==> config.mk <==
export PLATFORM = sky130hd
export DESIGN_NAME = bus_arbiter_2to1
export DESIGN_NICKNAME = d
export VERILOG_FILES = /design/src/rtl/bus_arbiter_2to1_pkg.sv /design/src/rtl/bus_arbiter_2to1_rr_pick2.sv /design/src/rtl/bus_arbiter_2to1.sv
export SDC_FILE = /design/constraint.sdc
export NUM_CORES = 1
export LEC_CHECK = 0
export CORE_MARGIN = 10
export CORE_UTILIZATION = 26
export CTS_BUF_LIST = sky130_fd_sc_hd__clkbuf_16
export CTS_CLUSTER_DIAMETER = 200
export DETAILED_ROUTE_END_ITERATION = 8
export PLACE_DENSITY_LB_ADDON = 0.25
export SLEW_MARGIN = 20
export SYNTH_ARGS = -nofsm -noshare
export SYNTH_HDL_FRONTEND = slang
export SYNTH_SLANG_ARGS = --single-unit
==> constraint.sdc <==
create_clock -name clk -period 1.85 [get_ports clk]
set_input_delay 0.37 -clock clk [delete_from_list [all_inputs] [get_ports clk]]
set_output_delay 0.37 -clock clk [all_outputs]
set_load 0.1 [all_outputs]
==> src/rtl/bus_arbiter_2to1_pkg.sv <==
// Shared types and defaults for the two-requester composite bus arbiter.
package bus_arbiter_2to1_pkg;

    localparam int unsigned DEFAULT_DATA_WIDTH = 8;

    typedef enum logic [1:0] {
        ST_IDLE  = 2'd0,
        ST_READ  = 2'd1,
        ST_WRITE = 2'd2
    } state_t;

    // Encoding doubles as the request index fed to rr_pick2 for op selection.
    typedef enum logic {
        OP_READ  = 1'b0,
        OP_WRITE = 1'b1
    } op_t;

endpackage

==> src/rtl/bus_arbiter_2to1_rr_pick2.sv <==
// Two-input round-robin pick: a lone request wins, a tie goes to the side not picked last.
module rr_pick2 (
    input  logic [1:0] req,
    input  logic       last,
    output logic [1:0] pick
);

    always_comb begin
        pick = req;
        if (req == 2'b11) begin
            pick = last ? 2'b01 : 2'b10;
        end
    end

endmodule

==> src/rtl/bus_arbiter_2to1.sv <==
// Round-robin 2:1 arbiter for a five-channel valid/ready bus, one transaction in flight.
module bus_arbiter_2to1
    import bus_arbiter_2to1_pkg::*;
#(
    parameter int unsigned DATA_WIDTH = DEFAULT_DATA_WIDTH
) (
    input  logic                  clk,
    input  logic                  rst_n,

    input  logic [DATA_WIDTH-1:0] m0_addr_read_bus_data,
    input  logic                  m0_addr_read_bus_valid,
    output logic                  m0_addr_read_bus_ready,
    input  logic [DATA_WIDTH-1:0] m0_addr_write_bus_data,
    input  logic                  m0_addr_write_bus_valid,
    output logic                  m0_addr_write_bus_ready,
    input  logic [DATA_WIDTH-1:0] m0_data_write_bus_data,
    input  logic                  m0_data_write_bus_valid,
    output logic                  m0_data_write_bus_ready,
    output logic [DATA_WIDTH-1:0] m0_data_read_bus_data,
    output logic                  m0_data_read_bus_valid,
    input  logic                  m0_data_read_bus_ready,
    output logic [DATA_WIDTH-1:0] m0_resp_write_bus_data,
    output logic                  m0_resp_write_bus_valid,
    input  logic                  m0_resp_write_bus_ready,

    input  logic [DATA_WIDTH-1:0] m1_addr_read_bus_data,
    input  logic                  m1_addr_read_bus_valid,
    output logic                  m1_addr_read_bus_ready,
    input  logic [DATA_WIDTH-1:0] m1_addr_write_bus_data,
    input  logic                  m1_addr_write_bus_valid,
    output logic                  m1_addr_write_bus_ready,
    input  logic [DATA_WIDTH-1:0] m1_data_write_bus_data,
    input  logic                  m1_data_write_bus_valid,
    output logic                  m1_data_write_bus_ready,
    output logic [DATA_WIDTH-1:0] m1_data_read_bus_data,
    output logic                  m1_data_read_bus_valid,
    input  logic                  m1_data_read_bus_ready,
    output logic [DATA_WIDTH-1:0] m1_resp_write_bus_data,
    output logic                  m1_resp_write_bus_valid,
    input  logic                  m1_resp_write_bus_ready,

    output logic [DATA_WIDTH-1:0] s_addr_read_bus_data,
    output logic                  s_addr_read_bus_valid,
    input  logic                  s_addr_read_bus_ready,
    output logic [DATA_WIDTH-1:0] s_addr_write_bus_data,
    output logic                  s_addr_write_bus_valid,
    input  logic                  s_addr_write_bus_ready,
    output logic [DATA_WIDTH-1:0] s_data_write_bus_data,
    output logic                  s_data_write_bus_valid,
    input  logic                  s_data_write_bus_ready,
    input  logic [DATA_WIDTH-1:0] s_data_read_bus_data,
    input  logic                  s_data_read_bus_valid,
    output logic                  s_data_read_bus_ready,
    input  logic [DATA_WIDTH-1:0] s_resp_write_bus_data,
    input  logic                  s_resp_write_bus_valid,
    output logic                  s_resp_write_bus_ready,

    output logic [1:0]            grant,
    output logic                  busy
);

    state_t     state;
    op_t        last_op;
    op_t        sel_op;
    logic       owner;
    logic       last_owner;
    logic       ar_done;
    logic       aw_done;
    logic       w_done;
    logic [1:0] cand;
    logic [1:0] owner_pick;
    logic [1:0] op_req;
    logic [1:0] op_pick;
    logic       sel_owner;
    logic       fwd_ar;
    logic       fwd_dr;
    logic       fwd_aw;
    logic       fwd_w;
    logic       fwd_b;
    logic       ar_hs;
    logic       aw_hs;
    logic       w_hs;
    logic       dr_hs;
    logic       b_hs;

    // Arbitration: pick the owner first, then the op among that owner's address valids.
    assign cand = {m1_addr_read_bus_valid | m1_addr_write_bus_valid,
                   m0_addr_read_bus_valid | m0_addr_write_bus_valid};

    rr_pick2 u_owner_pick (
        .req  (cand),
        .last (last_owner),
        .pick (owner_pick)
    );

    assign sel_owner = owner_pick[1];
    assign op_req    = sel_owner ? {m1_addr_write_bus_valid, m1_addr_read_bus_valid}
                                 : {m0_addr_write_bus_valid, m0_addr_read_bus_valid};

    rr_pick2 u_op_pick (
        .req  (op_req),
        .last (last_op == OP_WRITE),
        .pick (op_pick)
    );

    assign sel_op = op_t'(op_pick[1]);

    assign fwd_ar = (state == ST_READ)  && !ar_done;
    assign fwd_dr = (state == ST_READ)  &&  ar_done;
    assign fwd_aw = (state == ST_WRITE) && !aw_done;
    assign fwd_w  = (state == ST_WRITE) && !w_done;
    assign fwd_b  = (state == ST_WRITE) &&  aw_done && w_done;

    assign ar_hs = s_addr_read_bus_valid  && s_addr_read_bus_ready;
    assign aw_hs = s_addr_write_bus_valid && s_addr_write_bus_ready;
    assign w_hs  = s_data_write_bus_valid && s_data_write_bus_ready;
    assign dr_hs = s_data_read_bus_valid  && s_data_read_bus_ready;
    assign b_hs  = s_resp_write_bus_valid && s_resp_write_bus_ready;

    // Requester-to-slave channels.
    assign s_addr_read_bus_valid  = fwd_ar && (owner ? m1_addr_read_bus_valid : m0_addr_read_bus_valid);
    assign s_addr_read_bus_data   = fwd_ar ? (owner ? m1_addr_read_bus_data : m0_addr_read_bus_data) : '0;
    assign m0_addr_read_bus_ready = fwd_ar && !owner && s_addr_read_bus_ready;
    assign m1_addr_read_bus_ready = fwd_ar &&  owner && s_addr_read_bus_ready;

    assign s_addr_write_bus_valid  = fwd_aw && (owner ? m1_addr_write_bus_valid : m0_addr_write_bus_valid);
    assign s_addr_write_bus_data   = fwd_aw ? (owner ? m1_addr_write_bus_data : m0_addr_write_bus_data) : '0;
    assign m0_addr_write_bus_ready = fwd_aw && !owner && s_addr_write_bus_ready;
    assign m1_addr_write_bus_ready = fwd_aw &&  owner && s_addr_write_bus_ready;

    assign s_data_write_bus_valid  = fwd_w && (owner ? m1_data_write_bus_valid : m0_data_write_bus_valid);
    assign s_data_write_bus_data   = fwd_w ? (owner ? m1_data_write_bus_data : m0_data_write_bus_data) : '0;
    assign m0_data_write_bus_ready = fwd_w && !owner && s_data_write_bus_ready;
    assign m1_data_write_bus_ready = fwd_w &&  owner && s_data_write_bus_ready;

    // Slave-to-requester channels; unexpected slave valids see ready=0.
    assign s_data_read_bus_ready  = fwd_dr && (owner ? m1_data_read_bus_ready : m0_data_read_bus_ready);
    assign m0_data_read_bus_valid = fwd_dr && !owner && s_data_read_bus_valid;
    assign m1_data_read_bus_valid = fwd_dr &&  owner && s_data_read_bus_valid;
    assign m0_data_read_bus_data  = (fwd_dr && !owner) ? s_data_read_bus_data : '0;
    assign m1_data_read_bus_data  = (fwd_dr &&  owner) ? s_data_read_bus_data : '0;

    assign s_resp_write_bus_ready  = fwd_b && (owner ? m1_resp_write_bus_ready : m0_resp_write_bus_ready);
    assign m0_resp_write_bus_valid = fwd_b && !owner && s_resp_write_bus_valid;
    assign m1_resp_write_bus_valid = fwd_b &&  owner && s_resp_write_bus_valid;
    assign m0_resp_write_bus_data  = (fwd_b && !owner) ? s_resp_write_bus_data : '0;
    assign m1_resp_write_bus_data  = (fwd_b &&  owner) ? s_resp_write_bus_data : '0;

    // Transaction FSM; reset leaves m0 winning the first tie and read winning the first op tie.
    always_ff @(posedge clk or negedge rst_n) begin
        if (!rst_n) begin
            state      <= ST_IDLE;
            owner      <= 1'b0;
            last_owner <= 1'b1;
            last_op    <= OP_WRITE;
            ar_done    <= 1'b0;
            aw_done    <= 1'b0;
            w_done     <= 1'b0;
            grant      <= 2'b00;
            busy       <= 1'b0;
        end else begin
            case (state)
                ST_IDLE: begin
                    if (|cand) begin
                        state      <= (sel_op == OP_WRITE) ? ST_WRITE : ST_READ;
                        owner      <= sel_owner;
                        last_owner <= sel_owner;
                        last_op    <= sel_op;
                        ar_done    <= 1'b0;
                        aw_done    <= 1'b0;
                        w_done     <= 1'b0;
                        grant      <= owner_pick;
                        busy       <= 1'b1;
                    end
                end
                ST_READ: begin
                    if (ar_hs) begin
                        ar_done <= 1'b1;
                    end
                    if (dr_hs) begin
                        state <= ST_IDLE;
                        grant <= 2'b00;
                        busy  <= 1'b0;
                    end
                end
                ST_WRITE: begin
                    if (aw_hs) begin
                        aw_done <= 1'b1;
                    end
                    if (w_hs) begin
                        w_done <= 1'b1;
                    end
                    if (b_hs) begin
                        state <= ST_IDLE;
                        grant <= 2'b00;
                        busy  <= 1'b0;
                    end
                end
                default: begin
                    state <= ST_IDLE;
                    grant <= 2'b00;
                    busy  <= 1'b0;
                end
            endcase
        end
    end

endmodule

==> metrics <==
Compound-Gate Fraction of Synth Area=30.67%; gp weighted congestion=0.7874; top-count cell post-synth=and2_1; Worst-path clk slew=0.05 ns; first-pass GRT wire length=14140 um; post-layout net count=408; xor/xnor share of the synthesized area=0%; DIE AREA=0.007993 sq mm; Tmin final=2.215 ns; via count of the first global-routing pass=2240; commonest cells in the netlist=and2_1 (42), a22o_1 (29), dfrtp_1 (9); Syn Area/Cell=8.638 sq um; Starting Density=26.69%; Die Ht=89.41 um; drt drc=0; fmax=451.5 MHz; Distinct cells, synth=37; main combinational cell family by area after synthesis=simple AND/OR/NAND/NOR gates; FP Rows=25; drt pass-1 iters=4; area grow syn2layout=242.5%; Final Hold Viols=0; Post-Syn Area=0.001252 sq mm; Synth Net Count=226; core area=0.004692 sq mm; largest net degree at the start of global routing=12; Required @ worst endpoint=1.48 ns; mux contribution to synthesized area=1.698%; Ys Warns=0; Critical Path Source=state[0]; CTS tree=yes; number of buffers added on ports=154; Synth Area in Simple Gates=40.26%; H-tree depth=1; DP HPWL=7306 um; area share of the largest cell type after synthesis=20.98%; Seq/Total Area, Yosys=22.18%; area leader, netlist=and2_1; Finished Layout Cells=380; Peak supply drop=1595 uV; critical path arrival=1.84 ns; DR WL/cell=29.33 um; IO Pins=155; Power Density=1585 mW/mm^2; share of cells above drive strength 1=60.74%; All-Layer GR Usage=23.71%; WS Path Type=reg2out; Design Area, Final=0.004289 sq mm; hold buffers post-CTS=0; Synth Flop Type=dfrtp_1; Worst Setup End Kind=output port; dpl cell area=0.003919 sq mm; Remaining Overflow, GRT=0; DR vias/cell=5.618; clock sinks=11; Slew Limit Headroom=63.90%; Yosys reg bits=11; ANT nets after route=0; diodes inserted=0; Worst Skew=0.006542 ns; number of synthesized flops with an enable pin=0; Critical R2R Launch=owner; Slew Limit Fails=0; final setup violation count=71; initial antenna violation count=0; status=finished, violations left; Period Utilization, post-route=119.7%; CTS root buf=clkbuf_16; Max clock buf depth=2; worst-margin pin slew=0.5374 ns; Final WS setup=-0.3647 ns; Critical Path Start Type=flip-flop; dpl cells=363; Die X-Extent=89.41 um; largest cells by area after synthesis=and2_1 (21%), a22o_1 (20%), dfrtp_1 (18%); worst-path fanout max=5; RSZ-0062 raised after global routing=yes; Post-synth ARST share=100.0%; post-synthesis cell count=145; Post-Route WL=11140 um; Num CTS Buffers=3; Setup Total Neg Slack=-16.94 ns; initial DRC count=103; hold crit path type=in2async; failing checks=negative setup slack; Max Cap Violations=0; clock latency at the later pin of the worst-skew pair=0.24 ns; vias=2135; adder-cell share of the synthesized area=0%; Leak=1.881 nW
==> logic make-up after synthesis <==
family                 after synthesis
AO/OA/AOI/OAI                       46
buffers and inverters               11
flip-flops                          11
multiplexers                         2
AND/OR/NAND/NOR                     75
==> routing by layer <==
| layer | share of wire [%] | GRT usage, % | wire length (um) |
|---|---|---|---|
| met4 | 3.8 | 10.40 | 421 |
| met5 | 0 | 0 | 0 |
| met2 | 53 | 46.53 | 5951 |
| met3 | 8.4 | 5.834 | 939 |
| met1 | 34 | 22.49 | 3831 |
==> worst max-delay path: stages (launching register included) <==
cell and delay, ns:
dfrtp_2 0.44, and2b_2 0.30, nor3b_4 0.36, buf_6 0.17
and2_4 0.15, buf_12 0.17
==> repair_timing <==
item                                    CTS  global route
setup buffers                             6             4
gates resized for setup                  31            15
hold endpoints to repair                  0             0
endpoints found under the setup margin   71            73
pin swaps                                 6             5
gates cloned                              3             0
==> sequential cells by signal, summed over array words and instances (netlist names) <==
register	count
last_op	1
w_done	1
busy	1
aw_done	1
ar_done	1
last_owner	1
state	2
grant	2
owner	1
==> report_power, final <==
| group | leakage [nW] | internal, mW | switching, mW |
|---|---|---|---|
| logic | 1.71 | 2.41 | 3.44 |
| registers | 0.129 | 0.369 | 0.175 |
| clock network | 0.0423 | 0.285 | 0.121 |
| total | 1.88 | 3.07 | 3.73 |
==> layout by cell type (no fill, tap or decap), types with 4 or more instances in the layout <==
| cell | count |
|---|---|
| buf_12 | 76 |
| buf_4 | 18 |
| buf_6 | 10 |
| dfrtp_2 | 5 |
| dfrtp_1 | 4 |
| clkdlybuf4s50_1 | 79 |
| and2_4 | 24 |
| nor2_1 | 5 |
| nand2_1 | 6 |
| a22o_4 | 25 |
| and2_2 | 18 |
| inv_1 | 5 |
| nand2b_1 | 4 |
==> area by class of cell <==
class | instances | area [sq um]
multi-input combinational | 123 | 1271
tap | 54 | 67.56
clock inverter | 1 | 3.754
clock buffer | 3 | 75.07
inverter | 4 | 15.01
fill | 150 | 402.9
sequential | 11 | 284.0
timing repair buffer | 184 | 2572
==> through the flow <==
| stage | setup slack [ns] | hold WS (ns) | util, % | power [mW] |
|---|---|---|---|---|
| 2_1_floorplan | -0.2401 | 0.07441 | - | 3.764 |
| 3_3_place_gp | 0.03002 | 0.5199 | 83.52 | 5.668 |
| 3_5_place_dp | -0.08603 | 0.5340 | 83.52 | 5.759 |
| 4_1_cts | -0.2015 | 0.4815 | 89.25 | 6.486 |
| 5_1_grt | -0.3876 | 0.4897 | 91.41 | 6.915 |
| 6_report | -0.3647 | 0.4784 | 91.41 | 6.799 |
==> path summary, 6_finish.rpt <==
path                       slack, ns  depth (start not counted)                      end
max in group asynchronous       0.98                          1                   w_done
min in group clk                0.56                          1               last_owner
min reg2reg                     0.56                          1               last_owner
max reg2reg                     0.09                          5                 grant[0]
max                            -0.36                          5  m0_resp_write_bus_valid
min                             0.48                          1                  ar_done
No activity file was read; power rests on OpenSTA's default activity.
